$ cat config.mk
export PLATFORM = sky130hd
export DESIGN_NAME = mem_arbiter_np
export DESIGN_NICKNAME = d
export VERILOG_FILES = /design/src/rtl/mem_arbiter_np.sv
export SDC_FILE = /design/constraint.sdc
export NUM_CORES = 1
export LEC_CHECK = 0
export CORE_MARGIN = 2
export CORE_UTILIZATION = 48
export CTS_CLUSTER_SIZE = 20
export DETAILED_ROUTE_END_ITERATION = 7
export PLACE_DENSITY = 0.85
export SYNTH_ARGS = -nofsm -noshare
export SYNTH_HDL_FRONTEND = slang
export SYNTH_SLANG_ARGS = --single-unit
$ cat constraint.sdc
create_clock -name clk -period 1.9 [get_ports clk]
set_clock_uncertainty 0.15 [all_clocks]
set_input_delay 0.38 -clock clk [delete_from_list [all_inputs] [get_ports clk]]
set_output_delay 0.38 -clock clk [all_outputs]
set_load 0.01 [all_outputs]
$ cat src/rtl/mem_arbiter_np.sv
// Memory access arbiter: requester 0 may preempt a low-priority owner; the others share access round-robin.
// Owners are bounded by per-class hold limits and the preemptions are counted.
module mem_arbiter_np #(
   parameter int NUM_REQ       = 3,
   parameter int LIMIT_LO      = 2,
   parameter int LIMIT_PREEMPT = 2,
   parameter int CNT_W         = 8
) (
   input  logic                         clk,
   input  logic                         reset_n,
   input  logic [NUM_REQ-1:0]           req,
   input  logic [NUM_REQ-1:0]           done,
   output logic [$clog2(NUM_REQ+1)-1:0] acc_module,
   output logic [2:0]                   state_oh,
   output logic [CNT_W-1:0]             nb_interrupts,
   output logic                         limit_expired
);

   localparam int ID_W     = $clog2(NUM_REQ + 1);
   localparam int IDX_W    = $clog2(NUM_REQ);
   localparam int HOLD_MAX = (LIMIT_LO > LIMIT_PREEMPT) ? LIMIT_LO : LIMIT_PREEMPT;
   localparam int HC_W     = $clog2(HOLD_MAX + 1);

   typedef enum logic [1:0] {IDLE, OWN_HI, OWN_LO, PREEMPT} state_t;

   state_t               state_q, state_d;
   logic [IDX_W-1:0]     owner_q, owner_d;
   logic [IDX_W-1:0]     saved_q, saved_d;
   logic [IDX_W-1:0]     rr_q, rr_d;
   logic [HC_W-1:0]      hold_q, hold_d;
   logic [NUM_REQ-1:0]   pend_q, pend_d;
   logic [CNT_W-1:0]     nb_q, nb_d;
   logic                 expired_q, expired_d;
   logic [ID_W-1:0]      acc_q, acc_d;
   logic [2:0]           oh_q, oh_d;

   logic [NUM_REQ-1:0]   req_v, eff, excl, cand;
   logic                 pick_ok, grant_lo;
   logic [IDX_W-1:0]     pick_idx, idx;

   function automatic logic [IDX_W-1:0] next_rr(input logic [IDX_W-1:0] k);
      return (int'(k) >= NUM_REQ - 1) ? IDX_W'(1) : k + IDX_W'(1);
   endfunction

   // A req paired with its own done is dropped, as is req[0] while M1 already holds memory.
   always_comb begin
      req_v = req & ~done;
      if (state_q == OWN_HI || state_q == PREEMPT) req_v[0] = 1'b0;
      eff = pend_q | req_v;
   end

   always_comb begin
      excl = '0;
      if (state_q == OWN_LO) excl[owner_q] = 1'b1;
      cand     = eff & ~excl;
      pick_ok  = 1'b0;
      pick_idx = '0;
      idx      = '0;
      for (int off = NUM_REQ - 2; off >= 0; off--) begin
         idx = IDX_W'((int'(rr_q) - 1 + off) % (NUM_REQ - 1) + 1);
         if (cand[idx]) begin
            pick_ok  = 1'b1;
            pick_idx = idx;
         end
      end
   end

   always_comb begin
      state_d   = state_q;
      owner_d   = owner_q;
      saved_d   = saved_q;
      rr_d      = rr_q;
      hold_d    = hold_q + HC_W'(1);
      pend_d    = pend_q | req_v;
      nb_d      = nb_q;
      expired_d = 1'b0;
      grant_lo  = 1'b0;
      case (state_q)
         IDLE: begin
            hold_d = '0;
            if (eff[0]) begin
               state_d   = OWN_HI;
               owner_d   = '0;
               pend_d[0] = 1'b0;
            end else if (pick_ok) begin
               grant_lo = 1'b1;
            end
         end
         OWN_HI: begin
            hold_d = '0;
            if (done[0]) begin
               if (pick_ok) grant_lo = 1'b1;
               else         state_d  = IDLE;
            end
         end
         OWN_LO: begin
            if (eff[0] && !done[owner_q]) begin
               state_d   = PREEMPT;
               saved_d   = owner_q;
               owner_d   = '0;
               hold_d    = '0;
               pend_d[0] = 1'b0;
               if (nb_q != '1) nb_d = nb_q + CNT_W'(1);
            end else if (done[owner_q] || hold_q == HC_W'(LIMIT_LO - 1)) begin
               // Re-queueing the expired owner lets it win again, but only after an idle cycle.
               if (!done[owner_q]) begin
                  pend_d[owner_q] = 1'b1;
                  expired_d       = 1'b1;
               end
               if (eff[0]) begin
                  state_d   = OWN_HI;
                  owner_d   = '0;
                  hold_d    = '0;
                  pend_d[0] = 1'b0;
               end else if (pick_ok) begin
                  grant_lo = 1'b1;
               end else begin
                  state_d = IDLE;
                  hold_d  = '0;
               end
            end
         end
         PREEMPT: begin
            if (done[0] || hold_q == HC_W'(LIMIT_PREEMPT - 1)) begin
               expired_d       = !done[0];
               state_d         = OWN_LO;
               owner_d         = saved_q;
               hold_d          = '0;
               pend_d[saved_q] = 1'b0;
               rr_d            = next_rr(saved_q);
            end
         end
         default: state_d = IDLE;
      endcase
      if (grant_lo) begin
         state_d          = OWN_LO;
         owner_d          = pick_idx;
         hold_d           = '0;
         pend_d[pick_idx] = 1'b0;
         rr_d             = next_rr(pick_idx);
      end
   end

   always_comb begin
      acc_d = (state_d == IDLE) ? '0 : ID_W'(owner_d) + ID_W'(1);
      case (state_d)
         OWN_HI:  oh_d = 3'b001;
         OWN_LO:  oh_d = 3'b010;
         PREEMPT: oh_d = 3'b100;
         default: oh_d = 3'b000;
      endcase
   end

   always_ff @(posedge clk or negedge reset_n) begin
      if (!reset_n) begin
         state_q   <= IDLE;
         owner_q   <= '0;
         saved_q   <= '0;
         rr_q      <= IDX_W'(1);
         hold_q    <= '0;
         pend_q    <= '0;
         nb_q      <= '0;
         expired_q <= 1'b0;
         acc_q     <= '0;
         oh_q      <= '0;
      end else begin
         state_q   <= state_d;
         owner_q   <= owner_d;
         saved_q   <= saved_d;
         rr_q      <= rr_d;
         hold_q    <= hold_d;
         pend_q    <= pend_d;
         nb_q      <= nb_d;
         expired_q <= expired_d;
         acc_q     <= acc_d;
         oh_q      <= oh_d;
      end
   end

   assign acc_module    = acc_q;
   assign state_oh      = oh_q;
   assign nb_interrupts = nb_q;
   assign limit_expired = expired_q;

endmodule

# Yosys cells after proc, flatten, opt, wreduce, memory -nomap -nowiden
# Cells that the tools add are included.
# W data, S select, Z words.
dict set report word_totals {
  inputBits 8
  register_bits 27
  out_inout_bits 14
}
dict set report op_classes {
  muxes 67
  magnitude_cmp 10
  n_reduce_logical 17
  add_sub_neg 9
  bitwise 12
  n_eq_ne 8
}
# cell count
set ops {}
lappend ops {{$mux W2} 28}
lappend ops {{$add A32 B2 Y32 const B} 1}
lappend ops {{$mux W1} 20}
lappend ops {{$lt A2 B3 Y1 const B} 5}
lappend ops {{$mux W3} 5}
lappend ops {{$and A3 B3 Y3} 4}
lappend ops {{$not A3 Y3} 4}
lappend ops {{$pmux W2 S3} 2}
lappend ops {{$pmux W3 S3} 1}
lappend ops {{$add A2 B1 Y2 const B} 4}
lappend ops {{$add A8 B1 Y8 const B} 1}
lappend ops {{$eq A2 B2 Y1 const B} 4}
lappend ops {{$ne A8 B8 Y1 const B} 1}
lappend ops {{$pmux W2 S4} 1}
lappend ops {{$bmux W1 S2} 3}
lappend ops {{$demux W1 S2} 3}
lappend ops {{$eq A2 B1 Y1 const B} 3}
lappend ops {{$ge A2 B1 Y1 const B} 3}
lappend ops {{$or A3 B3 Y3} 2}
lappend ops {{$pmux W1 S3} 2}
lappend ops {{$add A2 B2 Y2 const B} 2}
lappend ops {{$ge A2 B2 Y1 const B} 2}
lappend ops {{$logic_and A1 B1 Y1} 4}
lappend ops {{$logic_not A2 Y1} 2}
lappend ops {{10 further kinds} 16}

# Longest topological paths before layout
dict set report depth {
  word_depth 19
  ltp_mapped 7
  ltp_nobuf 7
}

# Worst setup path before layout
# No wires, ideal clock.
dict set report synth_path {
  kind {reg2reg}
  from {register hold_q[0]}
  to {register owner_q[0]}
  n_path_buf 0
  path_slack_ps -172
  required_time_ps 1623
  path_stages_with_launch 7
  arrival_time_ps 1795
  setup_ps 127
  cell_sequence {dfrtp_1 -> ha_1 -> o21ai_0 -> mux2_2 -> a21oi_1 -> a21oi_1 -> or2_2}
}
dict set report synth_between {
  elab_chain_cells 6
  word_cells_on_any_way 11
  classes_between {eq/ne: 1; mux: 8; reduce/logical: 2}
}
# element line_no
set synth_rtl {}
lappend synth_rtl {{from (decl)} 30} ;# logic [HC_W-1:0] hold_q, hold_d;
lappend synth_rtl {{from (signal assigned)} 171} ;# hold_q <= hold_d;
lappend synth_rtl {{$eq A2 B1 Y1 *} {104, 124}}
lappend synth_rtl {{$logic_or A1 B1 Y1} 104} ;# end else if (done[owner_q] || hold_q == HC_W'(LIMIT_LO - 1)) begin
lappend synth_rtl {{$mux W2 or $mux W1 (tied branches)} 104}
lappend synth_rtl {{$mux W2 or $mux W1 (tied branches)} 97} ;# if (eff[0] && !done[owner_q]) begin
lappend synth_rtl {{$pmux W2 S3 or $pmux W1 S3 (tied branches)} 78} ;# case (state_q)
lappend synth_rtl {{$mux W2 *} 135} ;# if (grant_lo) begin
lappend synth_rtl {{via owner_d[0]} 27} ;# logic [IDX_W-1:0] owner_q, owner_d;
lappend synth_rtl {{to (signal assigned)} 168} ;# owner_q <= owner_d;
lappend synth_rtl {{to (decl)} 27}
# Mark *: on every way through the listed nets, which the timed path passes. The rest lies on a longest branch.
# A chain may end at the register's enable or synchronous reset.

# Worst setup path after layout
dict set report layout_path {
  from {register state_q[0]}
  to {register rr_q[1]}
}
dict set report layout_between {
  elab_chain_cells 16
  word_cells_on_any_way 32
  classes_between {add/sub: 1; order compare: 1; eq/ne: 3; mux: 18; bitwise: 3; reduce/logical: 6}
}
# element line_no
set layout_rtl {}
lappend layout_rtl {{from (decl)} 26} ;# state_t state_q, state_d;
lappend layout_rtl {{from (signal assigned)} 167} ;# state_q <= state_d;
lappend layout_rtl {{$eq A2 B1 Y1 or $eq A2 B2 Y1 (tied branches)} {48, 78}}
lappend layout_rtl {{$logic_or A1 B1 Y1} 48} ;# if (state_q == OWN_HI || state_q == PREEMPT) req_v[0] = 1'b0;
lappend layout_rtl {{$mux W1} 48}
lappend layout_rtl {{$or A3 B3 Y3} 49} ;# eff = pend_q | req_v;
lappend layout_rtl {{$and A3 B3 Y3} 55} ;# cand = eff & ~excl;
lappend layout_rtl {{$bmux W1 S2} 61} ;# if (cand[idx]) begin
lappend layout_rtl {{$mux W1 (not written as such)} 61}
lappend layout_rtl {{$mux W1 (2 in a row)} 61}
lappend layout_rtl {{$mux W1} {85, 92, 115}}
lappend layout_rtl {{$mux W1} 110} ;# if (eff[0]) begin
lappend layout_rtl {{$mux W1} 104}
lappend layout_rtl {{$mux W1} 97}
lappend layout_rtl {{$pmux W1 S3} 78}
lappend layout_rtl {{$reduce_bool A2 Y1 (no source line)} --}
lappend layout_rtl {{$reduce_and A2 Y1 (no source line)} --}
lappend layout_rtl {{to (signal assigned)} 170} ;# rr_q <= rr_d;
lappend layout_rtl {{to (decl)} 29} ;# logic [IDX_W-1:0] rr_q, rr_d;
# Parallel ways exist; a longest one is shown, timed or not. The select of a mux whose other input is x is not followed.

==> impl_metrics.py <==
metrics = {
    "outcome": {
        "status": "finished, violations left",
        "violations": "negative setup slack",
    },
    "floorplan": {
        "fp.dieH_um": 59.2,
        "coreArea_um2": 2980,
        "fp.dieW_um": 59.2,
        "start_util_pct": 49.0,
        "row_count": 20,
        "ioPinCount": 22,
        "die_area_um2": 3500,
    },
    "place": {
        "hpwl_mm": 2.98,
        "dp_slack_ns": -0.617,
        "io_buffers": 21,
        "gp_congestion": 0.969,
        "dp_cells": 231,
    },
    "sta": {
        "slew_headroom_pct": 71.8,
        "rsz0062_at_grt": "yes",
        "finalHoldViolCount": 0,
        "slew_viol_final": 0,
        "holdWs_ns": 0.249,
        "fmax_mhz": 490,
        "fin_crit_ns": 2.04,
        "setup_tns_ns": -1.81,
        "finalSetupViolations": 22,
        "finalCritPeriodShare_pct": 107,
        "worst_pin_slew_ns": 0.423,
        "worst_slack_ns": -0.142,
    },
    "final_layout": {
        "diodes": 0,
        "drive_gt1_share_pct": 46.7,
        "area_growth_pct": 58.1,
        "layout.nets": 225,
        "fin_cells": 247,
    },
    "yosys": {
        "syn-num-nets": 148,
        "synth-seq-cells": 27,
        "synth_edf_count": 0,
        "syn_area_per_cell_um2": 10.6,
        "synthesis.instances": 138,
        "synth_warnings": 0,
        "yosysUniqueCellTypes": 54,
        "synth-async-reset-ratio_pct": 100,
        "ys.flop_type": "dfrtp_1",
        "synth_area_um2": 1460,
        "synth-seq-area-share_pct": 46.4,
    },
    "power_and_ir_drop": {
        "ir_worst_vdd_mv": 0.926,
        "total_power_mw": 3.60,
        "power.density_nw_per_um2": 1560,
        "p_leak_nw": 1.09,
    },
    "critical_path": {
        "crit_fanout": 6,
        "path_delay_family": "simple AND/OR/NAND/NOR gates",
        "cp-start-kind": "flip-flop",
        "worst_ep_arrival_time_ns": 2.12,
        "critPathSlowestCell": "dfrtp_2",
        "critPathCaptureType": "flip-flop",
        "crit_buf_inv": 0,
        "crit_required_ns": 1.98,
        "path_class": "flip-flop to flip-flop",
        "cpPeakStageDelay_ns": 0.49,
        "path_cells": "nand2b_4 > o32ai_2 > nand3_2 > and2_4 > o31a_1",
    },
    "clock_tree": {
        "hold_buffers": 0,
        "clock_latency_ns": 0.34,
        "numCtsBuffers": 3,
        "tritoncts": "built",
        "cts_max_path_buffers": 2,
        "clkTransAtPathRegs_ns": 0.16,
        "clockRootBuffer": "clkbuf_4",
        "h-tree-depth": 1,
        "cts_sinks": 27,
    },
    "drt": {
        "drt_iter0_drc": 80,
        "drt_pass1_iterations": 4,
        "dr_total_vias": 1432,
        "vias_per_cell": 5.80,
        "post_drt_wl_per_cell_um": 17.4,
        "drcViolationCount": 0,
        "ant_nets": 0,
        "totalWireLength_mm": 4.29,
    },
    "global_routing": {
        "use_met1_pct": 31.6,
        "grt-ovfl-total": 0,
        "grt-busiest-layer": "met2",
        "grt_use_total_pct": 25.9,
        "grt_pass1_vias": 1435,
        "antenna_found_initial": 0,
        "grtUsageMet2_pct": 46.0,
        "grt_pass1_wl_mm": 6.77,
        "grt_start_max_net_pins": 28,
        "met3_usage_pct": 3.49,
    },
    "run": {
        "maxCapViolations": 0,
    },
    "hold_path": {
        "min-delay-path-class": "input port to async pin",
    },
}
[timing repair]
item | 4_1_cts | 5_1_grt
resized for setup | 35 | 10
endpoints found under the setup margin | 29 | 28
pin swaps | 13 | 3
setup buffers | 4 | 8
[layer usage]
metal	up-vias	part of all wire (%)
met3	9	3.5
met5	-	0
li1	674	-
met4	0	2.0
met2	44	52
met1	705	43
[cell usage after synthesis, types with 2 or more instances]
cell	number	area [um^2]
xor2_1	2	17.5
buf_2	3	15.0
and3_1	2	12.5
nor3b_1	2	15.0
inv_1	5	18.8
nand3_1	2	10.0
nor3_1	3	15.0
nor2_1	12	45.0
nor2b_1	4	25.0
o21ai_0	4	20.0
nand2b_1	3	18.8
ha_1	2	25.0
a21oi_1	4	20.0
dfrtp_1	26	651
mux2_2	6	67.6
nand2_1	6	22.5
o31ai_1	2	15.0
and2_1	3	18.8
o221ai_1	2	17.5
xnor2_1	6	52.6
nand4_1	5	31.3
o211ai_1	2	15.0
[report_power, final]
part / switching (mW) / internal (mW)
combinational: 1.09 / 1.27
clock: 0.176 / 0.0792
sequential: 0.189 / 0.794
[registers in the layout (all words and copies together), names as in the netlist]
name,cells
state_oh,3
acc_module,2
hold_q,2
pend_q,3
state_q,2
owner_q,2
rr_q,2
limit_expired,1
nb_interrupts,8
saved_q,2
[final timing paths]
check	start	end	slack, ns	cells after the start
worst max-delay path	state_q[0]	rr_q[1]	-0.14	5
worst min-delay path	reset_n	acc_module[1]	0.25	2
worst max register to register	state_q[0]	rr_q[1]	-0.14	5
worst min register to register	hold_q[0]	hold_q[0]	0.31	1
max in group asynchronous	reset_n	rr_q[0]	1.02	2
min in group clk	hold_q[0]	hold_q[0]	0.31	1
[logic make-up (layout without fill, tap and decap cells)]
| kind of cell | after synthesis | count (layout) | share of synthesized area, % |
|---|---|---|---|
| mux | 7 | 7 | 5.31 |
| fa+ha+maj | 2 | 2 | 1.71 |
| simple gates | 53 | 53 | 21.0 |
| buf+inv | 8 | 84 | 2.31 |
| compound gates | 33 | 33 | 18.5 |
| flops | 27 | 27 | 46.4 |
| xor+xnor | 8 | 8 | 4.80 |
[final cells by class]
cell class	instances	area [um^2]
flip-flops and latches	27	679
inverters	5	18.8
repair buffers	75	633
multi-input cells	103	908
clock inverters	1	5.00
clock buffers	3	22.5
fillers	179	669
well taps	33	41.3
[worst register-to-register path: cells and delay by family, from the launching register on]
family / cells / cell delay, ns
AND/OR/NAND/NOR: 3 / 0.65
AO/OA/AOI/OAI: 2 / 0.64
flip-flops: 1 / 0.49
[layout by cell type (no fill, tap or decap), types with 2 or more instances in the layout]
cell type        count
o31ai_1              2
buf_4               50
mux2_2               5
nand2b_1             2
nor2_1              11
inv_1                5
o21ai_2              2
clkdlybuf4s50_1     14
and3_1               2
nor3b_1              2
nor2b_1              2
nor2b_2              2
clkbuf_4             3
dfrtp_1             24
o221ai_2             2
o211ai_1             2
nor3_2               2
and2_1               2
a21oi_2              3
xor2_1               2
dlygate4sd2_1        4
nand4_1              5
xnor2_1              6
dfrtp_2              2
buf_6                4
nand2_1              4
dlymetal6s2s_1       3
[per-stage QoR]
| stage | cell area [um^2] | utilization, % |
|---|---|---|
| detailed placement | 2030 | 68.3 |
| CTS | 2220 | 74.4 |
| floorplan | 1480 | - |
| finish | 2310 | 77.5 |
| global route | 2310 | 77.5 |
| global placement | 2030 | 68.3 |
(Power assumes the default switching activity.)
